[src/rtl/imem_boot_loader.sv]
// imem_boot_loader: length-prefixed byte-stream loader for the instruction memory.
// Holds the core in reset, writes each program byte to consecutive imem
// addresses starting at 0, then releases the core.
// Build option: define LOADER_CHECKSUM_EN to require a trailing mod-256
// checksum byte before the core is released.
module imem_boot_loader #(
   parameter int ADDR_W = 5,
   parameter int DATA_W = 8
) (
   input  logic              clk,
   input  logic              reset,
   input  logic              in_valid,
   input  logic [DATA_W-1:0] in_data,
   output logic              in_ready,
   output logic              im_wr,
   output logic [ADDR_W-1:0] im_waddr,
   output logic [DATA_W-1:0] im_wdata,
   output logic              cpu_reset,
   output logic              done,
   output logic              err
);

   localparam int                DEPTH   = 1 << ADDR_W;
   localparam logic [DATA_W-1:0] LEN_MAX = DATA_W'(DEPTH);

`ifdef LOADER_CHECKSUM_EN
   typedef enum logic [2:0] {LEN, DATA, CSUM, RUN, ERR} state_t;
`else
   typedef enum logic [2:0] {LEN, DATA, RUN, ERR} state_t;
`endif

   state_t            state;
   state_t            state_next;
   logic              accept;
   logic              last_byte;
   logic [ADDR_W-1:0] idx;       // address of the next program byte
   logic [ADDR_W-1:0] last_idx;  // length minus one; holds the stored count
`ifdef LOADER_CHECKSUM_EN
   logic [DATA_W-1:0] sum;       // running mod-256 sum of program bytes
   logic [DATA_W-1:0] sum_chk;   // sum including the byte on the bus

   assign sum_chk = sum + in_data;
`endif

   assign accept    = in_valid && in_ready;
   assign last_byte = (idx == last_idx);

   // Next-state decode and the ready handshake, both derived from state.
   always_comb begin
      // NOTE: every signal driven here gets a default first, so no path
      // leaves it unassigned and no latch is inferred.
      state_next = state;
      in_ready   = 1'b0;
      case (state)
         LEN: begin
            in_ready = 1'b1;
            if (in_valid) begin
               if (in_data != '0 && in_data <= LEN_MAX) state_next = DATA;
               else                                     state_next = ERR;
            end
         end
         DATA: begin
            in_ready = 1'b1;
            if (in_valid && last_byte) begin
`ifdef LOADER_CHECKSUM_EN
               state_next = CSUM;
`else
               state_next = RUN;
`endif
            end
         end
`ifdef LOADER_CHECKSUM_EN
         CSUM: begin
            in_ready = 1'b1;
            if (in_valid) state_next = (sum_chk == '0) ? RUN : ERR;
         end
`endif
         RUN, ERR: begin
            // terminal until reset
         end
         default: state_next = ERR;  // unreachable encodings never release the core
      endcase
   end

   // State register.
   always_ff @(posedge clk) begin
      // NOTE: sequential logic uses non-blocking assignments so every
      // register samples the values from before the clock edge.
      if (reset) state <= LEN;
      else       state <= state_next;
   end

   // Write port, byte counters and core-control outputs; the release and
   // error flags follow the state one edge later so the last write has
   // committed before the core leaves reset.
   always_ff @(posedge clk) begin
      if (reset) begin
         idx       <= '0;
         last_idx  <= '0;
`ifdef LOADER_CHECKSUM_EN
         sum       <= '0;
`endif
         im_wr     <= 1'b0;
         im_waddr  <= '0;
         im_wdata  <= '0;
         cpu_reset <= 1'b1;
         done      <= 1'b0;
         err       <= 1'b0;
      end else begin
         im_wr     <= 1'b0;
         cpu_reset <= (state != RUN);
         done      <= (state == RUN);
         err       <= (state == ERR);
         if (accept) begin
            case (state)
               LEN: begin
                  // An illegal length leaves for ERR, so this value is unused then.
                  last_idx <= ADDR_W'(in_data - DATA_W'(1));
                  idx      <= '0;
`ifdef LOADER_CHECKSUM_EN
                  sum      <= '0;
`endif
               end
               DATA: begin
                  im_wr    <= 1'b1;
                  im_waddr <= idx;
                  im_wdata <= in_data;
                  idx      <= idx + ADDR_W'(1);
`ifdef LOADER_CHECKSUM_EN
                  sum      <= sum_chk;
`endif
               end
               default: begin
               end
            endcase
         end
      end
   end

endmodule

[config.mk]
export PLATFORM = sky130hd
export DESIGN_NAME = imem_boot_loader
export DESIGN_NICKNAME = d
export VERILOG_FILES = /design/src/rtl/imem_boot_loader.sv
export SDC_FILE = /design/constraint.sdc
export NUM_CORES = 1
export LEC_CHECK = 0
export BUFFER_PORTS_ARGS = -buffer_cell sky130_fd_sc_hd__buf_2
export CAP_MARGIN = 20
export CORE_AREA = 2 2 45 58
export DETAILED_ROUTE_END_ITERATION = 8
export DIE_AREA = 0 0 47 60
export PLACE_DENSITY = 0.79
export SLEW_MARGIN = 25
export SYNTH_ARGS = -nofsm -noshare
export SYNTH_HDL_FRONTEND = slang
export SYNTH_SLANG_ARGS = --single-unit
[constraint.sdc]
create_clock -name clk -period 3.6 [get_ports clk]
set_clock_uncertainty 0.15 [all_clocks]
set_input_delay 0.72 -clock clk [delete_from_list [all_inputs] [get_ports clk]]
set_output_delay 0.72 -clock clk [all_outputs]
set_load 0.05 [all_outputs]
==> results_dict.tcl <==
set metrics [dict create \
    status "complete, no violations" \
    grt_max_degree 29 \
    hp-class "reg -> reg" \
    path_class "reg -> out" \
    cts_resized 0 \
    io_pins 29 \
    diodes 0 \
    critPathArrivalTime_ps 1040 \
    dpl.hpwl_um 1690 \
    drv_slew 0 \
    async_flop_share_pct 0 \
    period_share_pct 53.2 \
    core_area_um2 2300 \
    pre_cts_ws_ps 1500 \
    routed_via_density 5.01 \
    syn_area_um2 1200 \
    hold_buffers 0 \
    seq_area_frac_synth_pct 48.3 \
    slew_headroom_pct 52.8 \
    stdcell_count 203 \
    drt-total-wl_um 2400 \
    p_leak_uw 0.000587 \
    yosys.area.top_type "dfxtp_1" \
    final.min_clock_period_ps 1910 \
    worst_pin_slew_ps 705 \
    grtUsageTotal_pct 20.9 \
    start_util_pct 52.2 \
    wire_per_inst_um 11.8 \
    synthFlopType "dfxtp_1" \
    postRouteAntennaNets 0 \
    hold_viol 0 \
    worstPathRequired_ps 2730 \
    fin_ws_ps 1690 \
    area_growth_syn_to_layout_pct 15.9 \
    drt_iter0_drc 12 \
    tritoncts "built" \
    cts.htree.levels 2 \
    synth_fp_nets 155 \
    rsz0062_at_grt "no" \
    drc 0 \
    place.gp.congestion 0.727 \
    yosysTopAreaCellShare_pct 48.3 \
    grt-ovfl-total 0 \
    hold_ws_ps 306 \
    via_count 1018 \
    fillers 223 \
    numCtsBuffers 5 \
    die_w_um 47 \
    setup_viol 0 \
    cts-root-buf "clkbuf_4" \
    postCtsSetupBuffers 0 \
    cts_buffer_depth 2 \
    path_max_fanout 6 \
    num-nets-final 183 \
    ys.warnings.count 0 \
    fin_total_pwr_uw 645 \
    synth-edff-count 0 \
    cts.sinks 29 \
    rows 20 \
    setup_tns_ps 0 \
    setup.worst_path.end_class "primary output" \
    antenna_found_initial 0 \
    worst_skew_pair.late_latency_ps 330 \
    die_h_um 60 \
    placed_cells 196 \
    power_density_nw_per_um2 463 \
    synth.area.top_cells "dfxtp_1, nand2_1, a21oi_1" \
    io_buffers 28 \
    ir_drop_uv 317 \
    synthDistinctLibCells 30 \
    drt_first_pass_iters 4 \
    grt_pass1_wl_um 4100 \
    dieArea_um2 2820 \
    crit_path_start_kind "register" \
    clk_pin_slew_ps 80 \
    syn_avg_cell_area_um2 8.47 \
    fmax_mhz 522 \
    synth-seq-cells 29 \
    syn-instance-count 142 \
    cap_violations 0 \
    grt_pass1_vias 943 \
    final_layout_size_suffix_gt1_share_pct 21.8 \
]
[worst max-delay path: stages, from the launching register on]
cell     delay, ps
dfxtp_1        430
inv_2           80
buf_2          210
[placed cells by master (no fill, tap or decap)]
master,Yosys,routed
and2_1,1,1
o21a_1,1,1
o21ai_1,1,1
dfxtp_1,29,29
nor2b_1,2,2
a21boi_0,1,1
nand2b_1,1,1
a21o_1,2,2
nor4b_4,1,1
a31oi_1,1,1
a21oi_1,19,19
nand2_1,28,28
xnor2_1,5,5
nor4_1,1,1
a211oi_1,4,4
nand3b_1,2,2
nor2_2,1,1
xor2_1,3,3
inv_1,3,3
clkbuf_1,4,1
nor2_1,14,14
inv_2,1,1
a211o_1,1,1
clkbuf_4,0,5
clkbuf_8,0,1
nor3_1,5,5
ha_1,2,2
nor3b_1,1,1
buf_2,2,28
nand3_1,4,4
o21ai_0,1,1
[worst paths after layout]
| check | startpoint | to | slack [ps] | cells past startpoint |
|---|---|---|---|---|
| setup / recovery | state[1] | in_ready | 1690 | 2 |
| hold / removal | im_waddr[0] | im_waddr[0] | 310 | 2 |
| setup reg to reg | state[0] | idx[3] | 1700 | 4 |
| hold reg to reg | im_waddr[0] | im_waddr[0] | 310 | 2 |
[per-layer routing]
layer  vias to the layer above  share of wire (%)  wire length [um]  GRT usage (%)
met2                        28                 51              1210           30.9
met1                       455                 42              1000           25.0
met3                         4                6.0               144           8.76
li1                        531                  -                 -              -
met4                         0                1.6                39           11.5
met5                         -                  0                 0              0
[sequential cells by signal (all words and copies together) (netlist names)]
name       cells
im_waddr       5
last_idx       5
cpu_reset      1
state          2
err            1
im_wr          1
done           1
im_wdata       8
idx            5
[cell type report]
cell class                 count  area [um^2]  area share (%)
timing repair buffer          28          140            10.1
tap                           33         41.3            2.96
multi-input combinational    102          562            40.3
sequential                    29          581            41.7
clock buffer                   7         55.1            3.95
inverter                       4         15.0            1.08
[cell usage after synthesis, types with 2 or more instances]
cell type and number:
dfxtp_1 29, buf_2 2, nor2_1 14, a21o_1 2
nand3_1 4, inv_1 3, ha_1 2, nor3_1 5
clkbuf_1 4, nand2_1 28, nand3b_1 2, xnor2_1 5
xor2_1 3, a21oi_1 19, a211oi_1 4, nor2b_1 2
[report_power, final]
group	switching [uW]	internal, uW	total, uW	leakage, uW
clock	105	92.0	197	0.0000314
sequential	12.5	335	348	0.000236
combinational	68.1	32.5	101	0.000320
[metrics by stage]
step	util [%]	area, um^2
6_report	60.5	1390
5_1_grt	60.5	1390
2_1_floorplan	-	1200
3_3_place_gp	58.2	1340
4_1_cts	60.5	1390
3_5_place_dp	58.2	1340
[logic make-up (layout without fill, tap and decap cells)]
family / count (synthesis) / in the layout / share of synthesized area [%]
buffers and inverters: 11 / 39 / 4.99
AND/OR/NAND/NOR: 61 / 61 / 23.8
adder cells (fa/ha/maj): 2 / 2 / 2.08
AO/OA/AOI/OAI: 31 / 31 / 15.0
flip-flops: 29 / 29 / 48.3
XOR/XNOR: 8 / 8 / 5.83
(Power assumes the default switching activity.)
